### src/rtl/sprite_pkg.sv
// Shared types, widths and reset-placement constants for the sprite motion controller.
package sprite_pkg;

    localparam int ID_W       = 2;
    localparam int POS_W      = 12;
    localparam int RST_STEP_X = 40;
    localparam int RST_STEP_Y = 24;

    localparam logic DIR_POS = 1'b0;
    localparam logic DIR_NEG = 1'b1;

    typedef struct packed {
        logic [POS_W-1:0] x;
        logic [POS_W-1:0] y;
        logic             dir_x;
        logic             dir_y;
    } box_state_t;

    typedef enum logic [1:0] {
        IDLE   = 2'd0,
        UPDATE = 2'd1,
        COMMIT = 2'd2
    } fsm_state_t;

    // Boxes start on a diagonal staircase; odd boxes head left so they cross early.
    function automatic box_state_t reset_box(input int unsigned idx,
                                             input int unsigned min_x,
                                             input int unsigned min_y);
        box_state_t b;
        b.x     = POS_W'(min_x + RST_STEP_X * idx);
        b.y     = POS_W'(min_y + RST_STEP_Y * idx);
        b.dir_x = ((idx % 2) == 0) ? DIR_POS : DIR_NEG;
        b.dir_y = DIR_POS;
        return b;
    endfunction

endpackage

### src/rtl/sprite_axis_step.sv
// Combinational single-axis step: moves a position by STEP and bounces it
// off [MIN, MAX-SIZE], reversing direction at the wall.
module sprite_axis_step
    import sprite_pkg::*;
#(
    parameter int MIN  = 10,
    parameter int MAX  = 640,
    parameter int SIZE = 32,
    parameter int STEP = 1
) (
    input  logic [POS_W-1:0] i_pos,
    input  logic             i_dir,
    output logic [POS_W-1:0] o_pos,
    output logic             o_dir
);

    localparam logic [POS_W:0] HI    = (POS_W+1)'(MAX - SIZE);
    localparam logic [POS_W:0] LO    = (POS_W+1)'(MIN);
    localparam logic [POS_W:0] LO_TH = (POS_W+1)'(MIN + STEP);

    logic [POS_W:0] w_pos;
    logic [POS_W:0] w_inc;
    logic [POS_W:0] w_dec;

    assign w_pos = {1'b0, i_pos};
    assign w_inc = w_pos + (POS_W+1)'(STEP);
    assign w_dec = w_pos - (POS_W+1)'(STEP);

    always_comb begin
        o_pos = i_pos;
        o_dir = i_dir;
        if (i_dir == DIR_POS) begin
            if (w_inc > HI) begin
                o_pos = HI[POS_W-1:0];
                o_dir = DIR_NEG;
            end else begin
                o_pos = w_inc[POS_W-1:0];
            end
        end else begin
            if (w_pos < LO_TH) begin
                o_pos = LO[POS_W-1:0];
                o_dir = DIR_POS;
            end else begin
                o_pos = w_dec[POS_W-1:0];
            end
        end
    end

endmodule

### src/rtl/sprite_motion_ctrl.sv
// Bouncing overlay-box controller: vblank update engine plus registered pixel hit test.
// Optional SPRITE_COLLISION_EN adds collide / collide_sticky outputs.
module sprite_motion_ctrl
    import sprite_pkg::*;
#(
    parameter int N_BOXES   = 4,
    parameter int BOX_SIZE  = 32,
    parameter int MIN_X     = 10,
    parameter int MIN_Y     = 10,
    parameter int MAX_X     = 640,
    parameter int MAX_Y     = 480,
    parameter int STEP      = 1,
    parameter int FRAME_DIV = 1
) (
    input  logic             clk,
    input  logic             rst,
    input  logic             frame_start,
    input  logic             enable,
    input  logic [POS_W-1:0] x,
    input  logic [POS_W-1:0] y,
    input  logic             pix_valid,
    output logic             hit,
    output logic [ID_W-1:0]  hit_id,
    output logic             busy
`ifdef SPRITE_COLLISION_EN
    ,
    output logic             collide,
    output logic             collide_sticky
`endif
);

    box_state_t  r_work [N_BOXES];
    box_state_t  r_disp [N_BOXES];
    fsm_state_t  r_state;
    logic [ID_W-1:0] r_idx;
    logic [7:0]  r_div_cnt;
    logic        r_hit;
    logic [ID_W-1:0] r_hit_id;

    box_state_t  w_cur;
    logic [POS_W-1:0] w_x_next;
    logic [POS_W-1:0] w_y_next;
    logic        w_dx_next;
    logic        w_dy_next;
    logic [N_BOXES-1:0] w_match;
    logic [ID_W-1:0] w_hit_id;
    logic        w_found;

    // One step unit per axis, time-shared across boxes by r_idx.
    assign w_cur = r_work[r_idx];

    sprite_axis_step #(.MIN(MIN_X), .MAX(MAX_X), .SIZE(BOX_SIZE), .STEP(STEP)) u_step_x (
        .i_pos (w_cur.x),
        .i_dir (w_cur.dir_x),
        .o_pos (w_x_next),
        .o_dir (w_dx_next)
    );

    sprite_axis_step #(.MIN(MIN_Y), .MAX(MAX_Y), .SIZE(BOX_SIZE), .STEP(STEP)) u_step_y (
        .i_pos (w_cur.y),
        .i_dir (w_cur.dir_y),
        .o_pos (w_y_next),
        .o_dir (w_dy_next)
    );

    always_ff @(posedge clk) begin
        if (rst) begin
            r_state   <= IDLE;
            r_idx     <= '0;
            r_div_cnt <= '0;
            for (int unsigned i = 0; i < N_BOXES; i++) begin
                r_work[i] <= reset_box(i, MIN_X, MIN_Y);
                r_disp[i] <= reset_box(i, MIN_X, MIN_Y);
            end
        end else begin
            case (r_state)
                IDLE: begin
                    if (frame_start && enable) begin
                        if (r_div_cnt == 8'(FRAME_DIV - 1)) begin
                            r_div_cnt <= '0;
                            r_idx     <= '0;
                            r_state   <= UPDATE;
                        end else begin
                            r_div_cnt <= r_div_cnt + 8'd1;
                        end
                    end
                end
                UPDATE: begin
                    r_work[r_idx] <= '{x: w_x_next, y: w_y_next, dir_x: w_dx_next, dir_y: w_dy_next};
                    if (r_idx == ID_W'(N_BOXES - 1)) begin
                        r_state <= COMMIT;
                    end else begin
                        r_idx <= r_idx + 1'b1;
                    end
                end
                COMMIT: begin
                    for (int unsigned i = 0; i < N_BOXES; i++) begin
                        r_disp[i] <= r_work[i];
                    end
                    r_state <= IDLE;
                end
                default: r_state <= IDLE;
            endcase
        end
    end

    always_comb begin
        w_match = '0;
        for (int unsigned i = 0; i < N_BOXES; i++) begin
            w_match[i] = pix_valid
                && ({1'b0, x} >= {1'b0, r_disp[i].x})
                && ({1'b0, x} <  ({1'b0, r_disp[i].x} + (POS_W+1)'(BOX_SIZE)))
                && ({1'b0, y} >= {1'b0, r_disp[i].y})
                && ({1'b0, y} <  ({1'b0, r_disp[i].y} + (POS_W+1)'(BOX_SIZE)));
        end
    end

    always_comb begin
        w_hit_id = '0;
        w_found  = 1'b0;
        for (int unsigned i = 0; i < N_BOXES; i++) begin
            if (w_match[i] && !w_found) begin
                w_hit_id = ID_W'(i);
                w_found  = 1'b1;
            end
        end
    end

    always_ff @(posedge clk) begin
        if (rst) begin
            r_hit    <= 1'b0;
            r_hit_id <= '0;
        end else begin
            r_hit    <= |w_match;
            r_hit_id <= w_hit_id;
        end
    end

    assign hit    = r_hit;
    assign hit_id = r_hit_id;
    assign busy   = (r_state != IDLE);

`ifdef SPRITE_COLLISION_EN
    logic r_collide;
    logic r_collide_sticky;
    logic w_multi;

    // Clearing the lowest set bit leaves something only when two or more boxes match.
    assign w_multi = |(w_match & (w_match - N_BOXES'(1)));

    always_ff @(posedge clk) begin
        if (rst) begin
            r_collide        <= 1'b0;
            r_collide_sticky <= 1'b0;
        end else begin
            r_collide        <= w_multi;
            r_collide_sticky <= w_multi | (r_collide_sticky & ~frame_start);
        end
    end

    assign collide        = r_collide;
    assign collide_sticky = r_collide_sticky;
`endif

endmodule
### config.mk
export PLATFORM = sky130hd
export DESIGN_NAME = sprite_motion_ctrl
export DESIGN_NICKNAME = d
export VERILOG_FILES = /design/src/rtl/sprite_pkg.sv /design/src/rtl/sprite_axis_step.sv /design/src/rtl/sprite_motion_ctrl.sv
export SDC_FILE = /design/constraint.sdc
export NUM_CORES = 1
export LEC_CHECK = 0
export CORE_UTILIZATION = 60
export DETAILED_ROUTE_END_ITERATION = 8
export PLACE_DENSITY = 0.74
export SLEW_MARGIN = 10
export SYNTH_ARGS = -nofsm -noshare
export SYNTH_HDL_FRONTEND = slang
export SYNTH_HIERARCHICAL = 1
export SYNTH_SLANG_ARGS = --single-unit
### constraint.sdc
create_clock -name clk -period 11.1 [get_ports clk]
set_input_delay 1.11 -clock clk [delete_from_list [all_inputs] [get_ports clk]]
set_output_delay 1.11 -clock clk [all_outputs]
set_load 0.1 [all_outputs]
# Word level (Yosys, flattened, before mapping)
# Memory sizes are Yosys's and may differ from the RTL's. A register that Yosys moved wholly into a read port is not among the register bits.
# Index checks and enable logic that the tools add are counted.
# op_classes
add_sub_neg,14
magnitude_cmp,20
eq_ne,7
n_mux,44
bitwise_logic,4
reduce_logical,32
# ops
operator,n
$mux W26,5
$add A12 B6 Y13 const B,8
$lt A12 B13 Y1,8
$ge A12 B12 Y1,8
$mux W12,6
$add A12 B1 Y13 const B,2
$reduce_or A26 Y1,1
$lt A12 B4 Y1 const B,2
$sub A12 B1 Y12 const B,2
$mux W2,11
$logic_and A1 B1 Y1,20
$mux W1,19
$gt A13 B10 Y1 const B,1
$gt A13 B9 Y1 const B,1
$add A8 B1 Y8 const B,1
$logic_not A8 Y1,1
$mux W8,1
$ne A2 B2 Y1 const B,4
$pmux W2 S2,2
$eq A2 B2 Y1 const B,2
$or A1 B1 Y1,4
$reduce_and A4 Y1,1
$reduce_bool A2 Y1,2
$reduce_or A4 Y1,1
other kinds (6),8
# totals
regBits,15
ramBits,208
in_bits,29
out_inout_bits,4
wordCells,128
n_memories,2
# mem_list
name,depth,word_bits,read_ports,rd_ports_with_merged_regs,wr,line,text
r_disp,4,26,4,0,4,sprite_motion_ctrl.sv:33,box_state_t r_disp [N_BOXES];
r_work,4,26,5,1,4,sprite_motion_ctrl.sv:32,box_state_t r_work [N_BOXES];

# Longest topological paths before layout
# An unclocked memory read counts as a cell.
# logic_depth
word_depth,16
mapped_depth,15
mapped_depth_nobuf,12

# By module
# The synthesis kept the hierarchy.
# by_module_without_submodules
module,n_inst,cells_each,area_per_inst_um2,seq_area_each_um2
sprite_motion_ctrl,1,1140,13315.3,6346.1
sprite_axis_step at u_step_x,1,126,823.3,0.0
sprite_axis_step at u_step_y,1,114,698.2,0.0

# Worst setup path after synthesis
# Ideal clock, no wire load.
# synth_path
path_type,input -> register
from,in rst
to,mem r_disp[0][10] in the netlist's numbering (enable)
setup_time_ns,0.471
t_arrival_ns,3.962
required_time_ns,10.629
setup_slack_ns,6.667
path_stages,3
n_path_buf,2
path_cell_list,clkbuf_1 clkbuf_1 nand2b_1
# synth_lines
item,line,text
start: declaration,sprite_motion_ctrl.sv:16,"input logic rst,"
end: declaration,sprite_motion_ctrl.sv:33,

==> results.cfg <==
[power]
max-vdd-ir-drop_uv = 121
p_leak_nw = 6.32
power_density_nw_per_um2 = 124

[timing]
fin_worst_skew_ns = 0.0128
rsz0062_at_grt = false
drv_slew = 0
post-route-period-util = 0.359
hold_viol = 0
max_slew.worst_pin.slew_ns = 1.14
maxSlewHeadroom = 0.242
setup_violations = 0
period_minus_slack_ns = 3.98
tns_ns = 0
fmax_mhz = 251

[synth]
seq_area_frac_synth = 0.428
ys.warnings.count = 6
synth_seq_cells = 217
syn_nets = 1578
postSynthCellCount = 1380
ys_top_cells_by_area = edfxtp_1 40%, ha_1 14%, and2_1 6.7%, mux4_2 3.9%, inv_1 2.9%
synth-edff-count = 200
netlist_area_um2 = 14800
synth_ff_type = edfxtp_1
syn_avg_cell_area_um2 = 10.8
ys_async_sr_fraction = 0
netlist.area_leader.share = 0.405
yosysTopAreaCell = edfxtp_1
synth_cell_type_count = 86

[place]
gp_congestion = 0.950
io_buffers = 32
hpwl_um = 25400

[critical_path]
rr_worst_depth = 11
critPathLaunchType = flop
end_kind = flop
crit_family = simple AND/OR/NAND/NOR gates
cp.depth = 11
critPathMaxFanout = 25
required_ns = 11.37
rrSetupSlack_ns = 7.12
cp_slowest_cell = mux4_2
r2r_end = r_work[2][1]$_SDFFCE_PN0P_
worst-path-buf-inv = 1
path_cells = buf_4, mux4_2, ha_1, and2_4, mux2i_2, o22ai_2, a221oi_1, nand2b_1, o21ai_0, or3_1, and2_1
max_stage_delay_ns = 0.67
path_class = flop to flop
arrival_ns = 4.25

[cts]
cts-root-buf = clkbuf_16
cts-buffers-inserted = 23
cts_setup_buffers = 0
clock_latency_ns = 0.51
tritoncts = yes
cts_resized = 0
cts_buffer_depth = 3
clkSlewWorstSetupHoldPaths_ns = 0.06
cts_htree_levels = 1
cts_sinks = 217
cts_hold_buffers = 0

[drt]
wire_per_inst_um = 20.1
firstDrtPassIters = 5
routed_wl_um = 34800
drtAntennaViolNets = 0
drt_first_iter_violations = 948
via_per_inst = 6.19
num_vias = 10700
drcViolationCount = 0

[finish]
drive_gt1_frac = 0.0809
area_growth_syn_to_layout_pct = 9.07
final_cell_mix = 200 x edfxtp_1, 169 x ha_1, 160 x and2_1, 116 x inv_1, 69 x a21oi_1
nets = 1593
fin_util = 0.665
diodes = 0
final_common_cell = edfxtp_1

[grt]
grt_max_degree = 95
antenna_found_initial = 0
grt_pass1_wl_um = 54700
track_usage = 0.275
overflow = 0
grt_pass1_vias = 10200

[die]
die_h_um = 159
initial_core_util = 0.610
io_pins = 33
die_w_um = 159
coreArea_um2 = 24300
die-area_um2 = 25400
rows = 57

[min_path]
min_path_cells = 2
worstHoldPathType = flop to flop
min_from = r_div_cnt[7]$_SDFFE_PP0P_
min_to = r_div_cnt[7]$_SDFFE_PP0P_

[flow_run]
cap_viol_max_count = 0

[status]
status = finished clean
[per-stage QoR]
step                cell area [um^2]  power [mW]  hold WS [ns]  instances  setup WS [ns]
global placement               15400        1.21         0.511       1694           7.25
finish                         16200        2.00         0.528       1734           7.12
floorplan                      14800        1.14         0.481       1380           6.67
detailed placement             15400        1.22         0.520       1694           7.12
global route                   16200        2.07         0.558       1734           6.81
CTS                            16200        2.01         0.537       1734           7.14
[flip-flops by register name, indices dropped and copies added (netlist names), named ones only]
name and cells:
hit_id 2, r_work 104, r_div_cnt 8, r_idx 2
hit 1, r_state 2, r_disp 96
[layout make-up]
class,count,area (um^2)
fill,1844,8140
multi-input combinational,998,7850
sequential,217,6350
clock buffer,25,583
inverter,116,435
tap,324,405
timing repair buffer,39,373
clock inverter,15,189
[worst max-delay path by stage]
stage / from / to / slack [ns]
2_1_floorplan: rst / r_disp[0][10]$_SDFFCE_PN0P_ / 6.67
3_3_place_gp: y[7] / hit_id[1]$_SDFF_PP0_ / 7.25
3_5_place_dp: y[7] / hit_id[1]$_SDFF_PP0_ / 7.12
4_1_cts: flop / r_work[2][1]$_SDFFCE_PN0P_ / 7.14
5_1_grt: flop / r_work[2][1]$_SDFFCE_PN0P_ / 6.81
6_report: flop / r_work[2][1]$_SDFFCE_PN0P_ / 7.12
[synth_stat cells, types with 26 or more instances]
library cell	instances
clkbuf_1	32
nand2b_1	29
nor2_1	58
a21o_1	26
nand2_1	50
nand4_1	33
a21oi_1	69
xnor2_1	48
o21ai_0	36
edfxtp_1	200
or3_1	33
inv_1	116
and2_1	160
ha_1	169
mux4_2	26
nand3_1	53
[worst reg2reg max path: stages (launching register included)]
cell and delay [ns]:
dfxtp_2 0.33, buf_4 0.46, mux4_2 0.69, ha_1 0.37, and2_4 0.22, mux2i_2 0.17, o22ai_2 0.11, a221oi_1 0.35
nand2b_1 0.34, o21ai_0 0.17, or3_1 0.39, and2_1 0.14
[power by group]
group	internal, mW	switching, mW	leakage [nW]
logic	0.105	0.167	3.90
clock network	0.474	0.317	0.373
registers	0.918	0.0187	2.05
[logic make-up (layout without fill, tap and decap cells)]
group | after synthesis | after routing | synth area share
and+or+nand+nor | 515 | 515 | 0.204
AOI/OAI and AO/OA | 226 | 226 | 0.104
DFF | 217 | 217 | 0.428
adders and majority gates | 169 | 169 | 0.143
buffers and inverters | 165 | 195 | 0.0447
xor gates and xnor gates | 59 | 59 | 0.0348
muxes | 29 | 29 | 0.0417
[per-layer routing]
layer | GRT usage | vias up | wire length, um
li1 | - | 5109 | -
met1 | 0.404 | 5177 | 16200
met2 | 0.425 | 362 | 15300
met3 | 0.0258 | 81 | 2110
met4 | 0.102 | 0 | 1250
met5 | 0 | - | 0
No activity file was read; power rests on OpenSTA's default activity.
